### config.mk
export PLATFORM = sky130hd
export DESIGN_NAME = alu_cmd_sequencer_flat
export DESIGN_NICKNAME = d
export VERILOG_FILES = /design/src/rtl/alu_cmd_sequencer_if.sv /design/src/rtl/alu_cmd_sequencer.sv /design/src/flat_wrapper.sv
export SDC_FILE = /design/constraint.sdc
export NUM_CORES = 1
export LEC_CHECK = 0
export ABC_AREA = 1
export BUFFER_PORTS_ARGS = -buffer_cell sky130_fd_sc_hd__buf_4
export CAP_MARGIN = 20
export CELL_PAD_IN_SITES_DETAIL_PLACEMENT = 1
export CELL_PAD_IN_SITES_GLOBAL_PLACEMENT = 2
export CORE_ASPECT_RATIO = 1.1
export CORE_UTILIZATION = 34
export DETAILED_ROUTE_END_ITERATION = 7
export PLACE_DENSITY = 0.83
export SYNTH_ARGS = -nofsm -noshare
export SYNTH_HDL_FRONTEND = slang
export SYNTH_SLANG_ARGS = --single-unit
### constraint.sdc
create_clock -name clk -period 2.95 [get_ports clk]
set_input_delay 0.1475 -clock clk [delete_from_list [all_inputs] [get_ports clk]]
set_output_delay 0.1475 -clock clk [all_outputs]
set_load 0.02 [all_outputs]
### src/rtl/alu_cmd_sequencer_if.sv
// Bus bundle for alu_cmd_sequencer: command stream in, ALU issue/return
// signals, and the held result stream out. The slave modport is the
// sequencer's view; the master modport is the surrounding environment
// (command producer, ALU, result consumer).
interface alu_cmd_sequencer_if #(
  parameter int A_WIDTH       = 16,
  parameter int B_WIDTH       = 16,
  parameter int ALU_FUN_WIDTH = 4,
  parameter int RES_WIDTH     = 32,
  parameter int FIFO_DEPTH    = 4
);
  localparam int LVL_WIDTH = $clog2(FIFO_DEPTH) + 1;

  // Command stream
  logic                     cmd_valid;
  logic                     cmd_ready;
  logic [A_WIDTH-1:0]       cmd_a;
  logic [B_WIDTH-1:0]       cmd_b;
  logic [ALU_FUN_WIDTH-1:0] cmd_fun;
  logic [LVL_WIDTH-1:0]     cmd_level;

  // Issue side towards the ALU
  logic [A_WIDTH-1:0]       alu_a;
  logic [B_WIDTH-1:0]       alu_b;
  logic [ALU_FUN_WIDTH-1:0] alu_fun;

  // Return side from the ALU
  logic [RES_WIDTH-1:0]     arith_out;
  logic                     carry_out;
  logic                     arith_flag;
  logic [15:0]              logic_out;
  logic                     logic_flag;
  logic [1:0]               cmp_out;
  logic                     cmp_flag;
  logic [15:0]              shift_out;
  logic                     shift_flag;

  // Result stream
  logic                     res_valid;
  logic                     res_ready;
  logic [RES_WIDTH-1:0]     res_data;
  logic                     res_carry;
  logic [1:0]               res_unit;
  logic                     res_err;

  modport slave (
    input  cmd_valid, cmd_a, cmd_b, cmd_fun,
    output cmd_ready, cmd_level,
    output alu_a, alu_b, alu_fun,
    input  arith_out, carry_out, arith_flag, logic_out, logic_flag,
    input  cmp_out, cmp_flag, shift_out, shift_flag,
    output res_valid, res_data, res_carry, res_unit, res_err,
    input  res_ready
  );

  modport master (
    output cmd_valid, cmd_a, cmd_b, cmd_fun,
    input  cmd_ready, cmd_level,
    input  alu_a, alu_b, alu_fun,
    output arith_out, carry_out, arith_flag, logic_out, logic_flag,
    output cmp_out, cmp_flag, shift_out, shift_flag,
    input  res_valid, res_data, res_carry, res_unit, res_err,
    output res_ready
  );
endinterface

### src/rtl/alu_cmd_sequencer.sv
// Command front-end for the ALU: buffers {A,B,FUN} commands in a small FIFO,
// issues one at a time, waits out the ALU's one-cycle registered latency,
// captures the selected unit's output/flag and holds it under valid/ready.
module alu_cmd_sequencer #(
  parameter int A_WIDTH       = 16,
  parameter int B_WIDTH       = 16,
  parameter int ALU_FUN_WIDTH = 4,
  parameter int RES_WIDTH     = 32,
  parameter int FIFO_DEPTH    = 4
) (
  input  logic               clk,
  input  logic               rst,
  alu_cmd_sequencer_if.slave bus
);
  localparam int PTR_WIDTH = $clog2(FIFO_DEPTH);
  localparam int LVL_WIDTH = PTR_WIDTH + 1;

  typedef struct packed {
    logic [A_WIDTH-1:0]       a;
    logic [B_WIDTH-1:0]       b;
    logic [ALU_FUN_WIDTH-1:0] fun;
  } cmd_t;

  typedef enum logic [1:0] {S_IDLE, S_ISSUE, S_WAIT, S_HOLD} state_t;

  // FIFO storage and bookkeeping
  cmd_t                 mem [FIFO_DEPTH];
  logic [PTR_WIDTH-1:0] wr_ptr;
  logic [PTR_WIDTH-1:0] rd_ptr;
  logic [LVL_WIDTH-1:0] count;
  logic                 full;
  logic                 empty;
  logic                 push;
  logic                 pop;
  cmd_t                 head;

  // FSM and registered outputs
  state_t                   state;
  logic [A_WIDTH-1:0]       alu_a_q;
  logic [B_WIDTH-1:0]       alu_b_q;
  logic [ALU_FUN_WIDTH-1:0] alu_fun_q;
  logic                     res_valid_q;
  logic [RES_WIDTH-1:0]     res_data_q;
  logic                     res_carry_q;
  logic [1:0]               res_unit_q;
  logic                     res_err_q;

  // Selected-unit view of the ALU return bus
  logic [1:0]           unit;
  logic [RES_WIDTH-1:0] sel_data;
  logic                 sel_flag;
  logic                 sel_carry;

  assign full  = (count == LVL_WIDTH'(FIFO_DEPTH));
  assign empty = (count == '0);
  assign push  = bus.cmd_valid && !full;
  assign head  = mem[rd_ptr];
  assign unit  = alu_fun_q[ALU_FUN_WIDTH-1 -: 2];

  // The FSM pops when idle with work waiting, or when the held result is
  // taken and another command is queued (back-to-back issue).
  assign pop = !empty && ((state == S_IDLE) || (state == S_HOLD && bus.res_ready));

  assign bus.cmd_ready = !full;
  assign bus.cmd_level = count;
  assign bus.alu_a     = alu_a_q;
  assign bus.alu_b     = alu_b_q;
  assign bus.alu_fun   = alu_fun_q;
  assign bus.res_valid = res_valid_q;
  assign bus.res_data  = res_data_q;
  assign bus.res_carry = res_carry_q;
  assign bus.res_unit  = res_unit_q;
  assign bus.res_err   = res_err_q;

  // Command storage write
  // NOTE: the storage array has no reset; count/pointers alone say which entries are live.
  always_ff @(posedge clk) begin
    if (push) mem[wr_ptr] <= '{a: bus.cmd_a, b: bus.cmd_b, fun: bus.cmd_fun};
  end

  // FIFO pointers and occupancy; pointers wrap naturally at FIFO_DEPTH
  // NOTE: sequential state always uses <= so every register sees pre-edge values.
  always_ff @(posedge clk) begin
    if (rst) begin
      wr_ptr <= '0;
      rd_ptr <= '0;
      count  <= '0;
    end else begin
      if (push) wr_ptr <= wr_ptr + PTR_WIDTH'(1);
      if (pop)  rd_ptr <= rd_ptr + PTR_WIDTH'(1);
      if (push && !pop)      count <= count + LVL_WIDTH'(1);
      else if (pop && !push) count <= count - LVL_WIDTH'(1);
    end
  end

  // Result mux by unit select; carry is meaningful only for the arith unit
  // NOTE: every output gets a default first so no path infers a latch.
  always_comb begin
    sel_data  = bus.arith_out;
    sel_flag  = bus.arith_flag;
    sel_carry = bus.carry_out;
    case (unit)
      2'b00: begin
        sel_data  = bus.arith_out;
        sel_flag  = bus.arith_flag;
        sel_carry = bus.carry_out;
      end
      2'b01: begin
        sel_data  = {{(RES_WIDTH-16){1'b0}}, bus.logic_out};
        sel_flag  = bus.logic_flag;
        sel_carry = 1'b0;
      end
      2'b10: begin
        sel_data  = {{(RES_WIDTH-2){1'b0}}, bus.cmp_out};
        sel_flag  = bus.cmp_flag;
        sel_carry = 1'b0;
      end
      2'b11: begin
        sel_data  = {{(RES_WIDTH-16){1'b0}}, bus.shift_out};
        sel_flag  = bus.shift_flag;
        sel_carry = 1'b0;
      end
    endcase
  end

  // Sequencer FSM: IDLE -> ISSUE -> WAIT -> HOLD, with registered outputs
  always_ff @(posedge clk) begin
    if (rst) begin
      state       <= S_IDLE;
      alu_a_q     <= '0;
      alu_b_q     <= '0;
      alu_fun_q   <= '0;
      res_valid_q <= 1'b0;
      res_data_q  <= '0;
      res_carry_q <= 1'b0;
      res_unit_q  <= '0;
      res_err_q   <= 1'b0;
    end else begin
      case (state)
        S_IDLE: begin
          if (pop) begin
            alu_a_q   <= head.a;
            alu_b_q   <= head.b;
            alu_fun_q <= head.fun;
            state     <= S_ISSUE;
          end
        end
        // ALU registers its outputs from alu_* at this edge
        S_ISSUE: state <= S_WAIT;
        S_WAIT: begin
          res_valid_q <= 1'b1;
          res_data_q  <= sel_data;
          res_carry_q <= sel_carry;
          res_unit_q  <= unit;
          res_err_q   <= !sel_flag;
          state       <= S_HOLD;
        end
        S_HOLD: begin
          if (bus.res_ready) begin
            res_valid_q <= 1'b0;
            if (pop) begin
              alu_a_q   <= head.a;
              alu_b_q   <= head.b;
              alu_fun_q <= head.fun;
              state     <= S_ISSUE;
            end else begin
              state <= S_IDLE;
            end
          end
        end
        default: state <= S_IDLE;
      endcase
    end
  end
endmodule
### src/flat_wrapper.sv
// flat-port wrapper written by rule: the top's interface ports become plain ports
module alu_cmd_sequencer_flat 
#(
  parameter int A_WIDTH       = 16,
  parameter int B_WIDTH       = 16,
  parameter int ALU_FUN_WIDTH = 4,
  parameter int RES_WIDTH     = 32,
  parameter int FIFO_DEPTH    = 4
)
  (clk, rst, bus_cmd_valid, bus_cmd_a, bus_cmd_b, bus_cmd_fun, bus_cmd_ready, bus_cmd_level, bus_alu_a, bus_alu_b, bus_alu_fun, bus_arith_out, bus_carry_out, bus_arith_flag, bus_logic_out, bus_logic_flag, bus_cmp_out, bus_cmp_flag, bus_shift_out, bus_shift_flag, bus_res_valid, bus_res_data, bus_res_carry, bus_res_unit, bus_res_err, bus_res_ready);
  alu_cmd_sequencer_if #(.A_WIDTH(A_WIDTH), .B_WIDTH(B_WIDTH), .ALU_FUN_WIDTH(ALU_FUN_WIDTH), .RES_WIDTH(RES_WIDTH), .FIFO_DEPTH(FIFO_DEPTH)) bus_i ();
  input  logic clk;
  input  logic rst;
  input wire logic [$bits(bus_i.cmd_valid)-1:0] bus_cmd_valid;
  input wire logic [$bits(bus_i.cmd_a)-1:0] bus_cmd_a;
  input wire logic [$bits(bus_i.cmd_b)-1:0] bus_cmd_b;
  input wire logic [$bits(bus_i.cmd_fun)-1:0] bus_cmd_fun;
  output wire logic [$bits(bus_i.cmd_ready)-1:0] bus_cmd_ready;
  output wire logic [$bits(bus_i.cmd_level)-1:0] bus_cmd_level;
  output wire logic [$bits(bus_i.alu_a)-1:0] bus_alu_a;
  output wire logic [$bits(bus_i.alu_b)-1:0] bus_alu_b;
  output wire logic [$bits(bus_i.alu_fun)-1:0] bus_alu_fun;
  input wire logic [$bits(bus_i.arith_out)-1:0] bus_arith_out;
  input wire logic [$bits(bus_i.carry_out)-1:0] bus_carry_out;
  input wire logic [$bits(bus_i.arith_flag)-1:0] bus_arith_flag;
  input wire logic [$bits(bus_i.logic_out)-1:0] bus_logic_out;
  input wire logic [$bits(bus_i.logic_flag)-1:0] bus_logic_flag;
  input wire logic [$bits(bus_i.cmp_out)-1:0] bus_cmp_out;
  input wire logic [$bits(bus_i.cmp_flag)-1:0] bus_cmp_flag;
  input wire logic [$bits(bus_i.shift_out)-1:0] bus_shift_out;
  input wire logic [$bits(bus_i.shift_flag)-1:0] bus_shift_flag;
  output wire logic [$bits(bus_i.res_valid)-1:0] bus_res_valid;
  output wire logic [$bits(bus_i.res_data)-1:0] bus_res_data;
  output wire logic [$bits(bus_i.res_carry)-1:0] bus_res_carry;
  output wire logic [$bits(bus_i.res_unit)-1:0] bus_res_unit;
  output wire logic [$bits(bus_i.res_err)-1:0] bus_res_err;
  input wire logic [$bits(bus_i.res_ready)-1:0] bus_res_ready;
  assign bus_i.cmd_valid = bus_cmd_valid;
  assign bus_i.cmd_a = bus_cmd_a;
  assign bus_i.cmd_b = bus_cmd_b;
  assign bus_i.cmd_fun = bus_cmd_fun;
  assign bus_cmd_ready = bus_i.cmd_ready;
  assign bus_cmd_level = bus_i.cmd_level;
  assign bus_alu_a = bus_i.alu_a;
  assign bus_alu_b = bus_i.alu_b;
  assign bus_alu_fun = bus_i.alu_fun;
  assign bus_i.arith_out = bus_arith_out;
  assign bus_i.carry_out = bus_carry_out;
  assign bus_i.arith_flag = bus_arith_flag;
  assign bus_i.logic_out = bus_logic_out;
  assign bus_i.logic_flag = bus_logic_flag;
  assign bus_i.cmp_out = bus_cmp_out;
  assign bus_i.cmp_flag = bus_cmp_flag;
  assign bus_i.shift_out = bus_shift_out;
  assign bus_i.shift_flag = bus_shift_flag;
  assign bus_res_valid = bus_i.res_valid;
  assign bus_res_data = bus_i.res_data;
  assign bus_res_carry = bus_i.res_carry;
  assign bus_res_unit = bus_i.res_unit;
  assign bus_res_err = bus_i.res_err;
  assign bus_i.res_ready = bus_res_ready;
  alu_cmd_sequencer #(.A_WIDTH(A_WIDTH), .B_WIDTH(B_WIDTH), .ALU_FUN_WIDTH(ALU_FUN_WIDTH), .RES_WIDTH(RES_WIDTH), .FIFO_DEPTH(FIFO_DEPTH)) u_core (.clk(clk), .rst(rst), .bus(bus_i));
endmodule
# Word-level counts from Yosys, hierarchy flattened
# Memory sizes are Yosys's and may differ from the RTL's. A register that Yosys moved wholly into a read port is not among the register bits.
# Index checks and enable logic that the tools add are counted.
totals:
  reg_bits: 82
  latch_bits: 0
  ramBits: 144
  rom_bits: 0
  in_bits: 111
  output_inout_bits: 77
  word_cells: 71
  n_memories: 1
op_classes:
  n_addsub: 4
  n_mul: 0
  div_mod_pow: 0
  n_lt_le_gt_ge: 0
  n_eq_ne: 9
  shift: 0
  mux: 24
  bitwise_logic: 0
  reduce_logical: 21
memory_table:
  columns: ["name", "words", "width", "read_ports", "rd_ports_with_merged_regs", "write_ports", "line", "source"]
  rows:
  - ["u_core.mem", 4, 36, 1, 1, 1, "alu_cmd_sequencer.sv:27", "cmd_t mem [FIFO_DEPTH];"]
op_table:
  columns: ["cell", "n"]
  rows:
  - ["$pmux W32 S4", 1]
  - ["$mux W16", 4]
  - ["$pmux W16 S2", 2]
  - ["$eq A2 B2 Y1 const B", 4]
  - ["$mux W2", 4]
  - ["$mux W4", 2]
  - ["$pmux W2 S4", 1]
  - ["$pmux W4 S2", 1]
  - ["$mux W3", 2]
  - ["$reduce_and A2 Y1", 3]
  - ["$reduce_bool A2 Y1", 3]
  - ["$logic_and A1 B1 Y1", 5]
  - ["$logic_not A1 Y1", 5]
  - ["$add A2 B1 Y2 const B", 2]
  - ["$eq A2 B1 Y1 const B", 2]
  - ["$logic_not A2 Y1", 2]
  - ["$mux W1", 4]
  - ["$pmux W1 S2", 2]
  - ["$pmux W1 S4", 1]
  - ["$add A3 B1 Y3 const B", 1]
  - ["$eq A3 B3 Y1 const B", 1]
  - ["$logic_not A3 Y1", 1]
  - ["$reduce_or A3 Y1", 1]
  - ["$sub A3 B1 Y3 const B", 1]
  - ["other kinds (3)", 3]

# Longest topological paths before layout
depth:
  depth_word: 7
  mapped_depth: 12
  mapped_depth_nobuf: 12

# Least setup slack after synthesis
# OpenSTA, ideal clock, no wires.
synth_timing:
  kind: "reg2reg"
  from: "reg u_core.count[0], in the netlist u_core.bus.cmd_level[0]"
  to: "mem u_core.mem[0][0] in the netlist's numbering, enable pin"
  setup_ns: 0.429
  t_arrival_ns: 2.499
  required_time_ns: 2.521
  slack_ns: 0.022
  stages_incl_launch_ff: 5
  path_buffers: 0
  period_less_slack_ns: 2.928
  cell_sequence: "dfxtp_1 > nor2_2 > nand2_1 > nand2_2 > nor2_1"
synth_between:
  elab_chain_cells: 5
synth_rtl:
  columns: ["element", "line", "source"]
  rows:
  - ["start, declared", "alu_cmd_sequencer.sv:30", "logic [LVL_WIDTH-1:0] count;"]
  - ["start signal, assigned", "alu_cmd_sequencer.sv:91", "if (push && !pop) count <= count + LVL_WIDTH'(1);"]
  - ["start signal, assigned", "alu_cmd_sequencer.sv:92", "else if (pop && !push) count <= count - LVL_WIDTH'(1);"]
  - ["$eq A3 B3 Y1", "alu_cmd_sequencer.sv:54", "assign full = (count == LVL_WIDTH'(FIFO_DEPTH));"]
  - ["$logic_not A1 Y1", null, null]
  - ["via bus_cmd_ready", "flat_wrapper.sv:18", "output wire logic [$bits(bus_i.cmd_ready)-1:0] bus_cmd_ready;"]
  - ["$logic_and A1 B1 Y1", "alu_cmd_sequencer.sv:56", "assign push = bus.cmd_valid && !full;"]
  - ["$mux W1", "alu_cmd_sequencer.sv:78", "if (push) mem[wr_ptr] <= '{a: bus.cmd_a, b: bus.cmd_b, fun: bus.cmd_fun};"]
  - ["$mux W1 (not written as such)", "alu_cmd_sequencer.sv:78", null]
  - ["end, declared", "alu_cmd_sequencer.sv:27", null]
# The timed path passes the listed nets, and every way through them passes these cells.

# Final worst setup path
layout_timing:
  from: "reg u_core.state[0]"
  to: "reg u_core.count[2], in the netlist u_core.bus.cmd_level[2]"
layout_between:
  elab_chain_cells: 7
  elab_cells_between_ends: 10
  cone_classes: "1 x eq/ne; 1 x mux; 8 x reduce/logical"
layout_rtl:
  columns: ["element", "line", "source"]
  rows:
  - ["start, declared", "alu_cmd_sequencer.sv:38", "state_t state;"]
  - ["start signal, assigned", "alu_cmd_sequencer.sv:129", "state <= S_IDLE;"]
  - ["start signal, assigned", "alu_cmd_sequencer.sv:145", "state <= S_ISSUE;"]
  - ["start signal, assigned", "alu_cmd_sequencer.sv:149", "S_ISSUE: state <= S_WAIT;"]
  - ["$eq A2 B2 Y1", "alu_cmd_sequencer.sv:62", "assign pop = !empty && ((state == S_IDLE) || (state == S_HOLD && bus.res_ready));"]
  - ["$logic_and A1 B1 Y1", "alu_cmd_sequencer.sv:62", null]
  - ["$logic_or A1 B1 Y1 (*)", "alu_cmd_sequencer.sv:62", null]
  - ["$logic_and A1 B1 Y1 (*)", "alu_cmd_sequencer.sv:62", null]
  - ["$logic_not A1 Y1", "alu_cmd_sequencer.sv:91", null]
  - ["$logic_and A1 B1 Y1", "alu_cmd_sequencer.sv:91", null]
  - ["$mux W3 / $reduce_bool A2 Y1 (equally long branches)", null, null]
# Every way passes the cells marked *; elsewhere a longest branch is shown, timed or not.
# A chain may end at the register's enable or synchronous reset.

==> reports/results.txt <==
Cell Pwr Density - 952.6 nW/µm²
Fin util - 47.41%
Routability cong. - 0.7484
Crit path launch - u_core.state[0]$_SDFFE_PP0P_
Status - finished clean
Syn Area/Cell - 10.22 µm²
FF-to-FF setup slack - 0.63 ns
Die area - 27,230 µm²
Lkg Pwr - 5.004 nW
Max cap viols - 0
Crit Path Max Fanout - 4
Post-synth EDFFs - 144
DR vias/cell - 4.777
Initial antenna violation count - 1
Routed len/inst - 17.26 µm
Compound-Gate Fraction of Synth Area - 11.23%
Total number of vias - 7,237
Share of the synthesized area in the top cell type - 47.85%
Simple-Gate Fraction of Synth Area - 16.10%
CTS Buffer Depth - 3
Fin nets - 1,264
Post-synthesis mux area share - 0%
Initial drt markers - 275
Clock slew at reported path FFs - 0.06 ns
Clk sinks - 228
# IOs - 188
Main combinational cell family by area after synthesis - simple AND/OR/NAND/NOR gates
Max-slew violations - 0
P&R area growth vs syn - 37.15%
Synth warn - 0
Critical path class - register to register
Critical Path Sink Type - register
Data required, critical path - 3.41 ns
FILL cells - 2,910
First-pass GRT wire length - 40.35 mm
Number of global-route vias before repair - 7,673
Post-Syn Area - 9036 µm²
Synth area leader - edfxtp_1
Num CTS Buffers - 26
Crit path time final - 2.318 ns
Drt first pass iters - 5
Syn Nets - 1,005
Asr flop ratio synth - 0%
Worst Setup Start Kind - register
Initial Util - 34.56%
H-tree levels - 1
Congestion Overflow GR - 0
Final Setup Violations - 0
Die height - 173.0 µm
Detailed-route DRC error count - 0
RSZ-0062 raised after global routing - false
Inserted Diodes - 0
# rows - 62
Sequential-to-total area share from yosys stat - 66.46%
Slew HR - 38.96%
HP Class - input pin to register
Distinct cells, synth - 30
Global Route Usage Sum - 19.06%
Detail Placement HPWL - 15.50 mm
Clock skew - 0.005692 ns
CTS tree - yes
Synth area leaders - edfxtp_1, dfxtp_1, nor2_1
Layout cell share with drive strength beyond 1 - 22.96%
Max Fclk - 431.4 MHz
Post-CTS Resized - 0
Post-route ant nets - 0
Max VDD drop - 0.5269 mV
Final Hold Fails - 0
Die width - 157.4 µm
Root Buffer - clkbuf_16
HP Start - bus_shift_out[5]
Worst-margin pin slew - 0.9143 ns
Routed WL - 26.15 mm
Worst r2r src - u_core.state[0]$_SDFFE_PP0P_
Setup TNS - 0 ns
Largest net degree at the start of global routing - 73
Synth Flop Type - edfxtp_1
Synthesized-area fraction occupied by adder cells - 1.468%
Total core area - 26,140 µm²
XOR/XNOR share of the synthesized area - 0.1939%
Clk_lat worst skew - 0.53 ns
Yosys reg bits - 228
WP data arrival - 2.77 ns
Fin crit share - 78.58%
PortBufs - 187
Mapped Cells - 884
[registers in the layout (all words and copies together), names as in the netlist, named ones only]
| name | flops |
|---|---|
| u_core.bus.alu_a | 16 |
| u_core.bus.alu_b | 16 |
| u_core.bus.alu_fun | 4 |
| u_core.bus.cmd_level | 3 |
| u_core.bus.res_carry | 1 |
| u_core.bus.res_data | 32 |
| u_core.bus.res_err | 1 |
| u_core.bus.res_unit | 2 |
| u_core.bus.res_valid | 1 |
| u_core.mem | 144 |
| u_core.rd_ptr | 2 |
| u_core.state | 2 |
| u_core.wr_ptr | 2 |
[logic make-up after synthesis]
kind of cell               count (synthesis)
buffers and inverters                     76
and+or+nand+nor                          368
adders and majority gates                 10
AOI/OAI and AO/OA                        200
xor gates and xnor gates                   2
DFF                                      228
[metal layers]
layer | global-route usage (%) | vias up | wire length (µm)
met4 | 5.016 | 2 | 490
met5 | 0 | - | 10
li1 | - | 3505 | -
met3 | 4.862 | 34 | 1847
met1 | 20.96 | 3497 | 10450
met2 | 35.67 | 199 | 13350
[synthesized netlist by cell type (12+ instances only)]
cell	count
nand2_1	110
edfxtp_1	144
clkbuf_1	12
dfxtp_1	84
buf_2	17
nand3_1	13
inv_1	22
nor2_1	231
o21ai_1	53
o21ai_0	93
a21oi_1	44
[power breakdown]
part | switching, mW | internal, mW | leakage [nW] | total (mW)
registers | 0.308 | 4.01 | 2.01 | 4.32
clock network | 1.29 | 2.02 | 0.425 | 3.31
logic | 2.72 | 1.46 | 2.57 | 4.18
total | 4.32 | 7.49 | 5.00 | 11.8
[metrics by stage]
step | setup WS, ns | cells | area, µm² | total power [mW] | hold slack, ns
after floorplan | 0.02187 | 884 | 9036 | 7.071 | 0.2464
after global placement | 0.7250 | 1387 | 10700 | 8.370 | 0.3494
after detailed placement | 0.6570 | 1387 | 10700 | 8.481 | 0.3521
after CTS | 0.5949 | 1515 | 12390 | 11.98 | 0.002882
after global routing | 0.3555 | 1515 | 12390 | 12.58 | 0.04832
final | 0.6319 | 1515 | 12390 | 11.81 | 0.02770
[cells in the final DEF (no fill, tap or decap), types with 13 or more instances in the layout]
cell type,instances
nor2_1,227
buf_4,200
edfxtp_1,144
nand2_1,110
o21ai_0,93
dfxtp_1,82
dlygate4sd3_1,80
o21ai_1,53
a21oi_1,44
clkbuf_16,27
inv_1,21
nand3_1,13
[worst paths after layout]
path | to | cells after the start
worst min register to register | u_core.bus.res_data[12]$_SDFFE_PP0P_ | 2
worst max register to register | u_core.bus.cmd_level[2]$_SDFFE_PP0P_ | 11
worst max-delay path | u_core.bus.cmd_level[2]$_SDFFE_PP0P_ | 11
worst min-delay path | u_core.bus.res_data[5]$_SDFFE_PP0P_ | 5
[final cells by class]
cell class	count	area, µm²	area share, %
timing repair buffer	280	2302	18.58
sequential	228	6008	48.48
inverter	27	103.9	0.8380
clock buffer	29	683.2	5.512
tap	352	440.4	3.554
multi-input combinational	580	2650	21.38
clock inverter	19	205.2	1.656
[critical path, cell delays in order, from the launching register on]
cell and delay, ns:
dfxtp_1 0.38, inv_1 0.10, ha_1 0.24, o21ai_0 0.38, ha_1 0.26, inv_1 0.08
fa_1 0.38, inv_1 0.06, nand2_1 0.04, nand3_1 0.09, o21ai_0 0.08, a21oi_1 0.16
[timing repair]
action | 4_1_cts | 5_1_grt
hold buffers | 80 | 0
setup buffers | 0 | 0
hold endpoints to repair | 183 | 0
(Power assumes the default switching activity.)
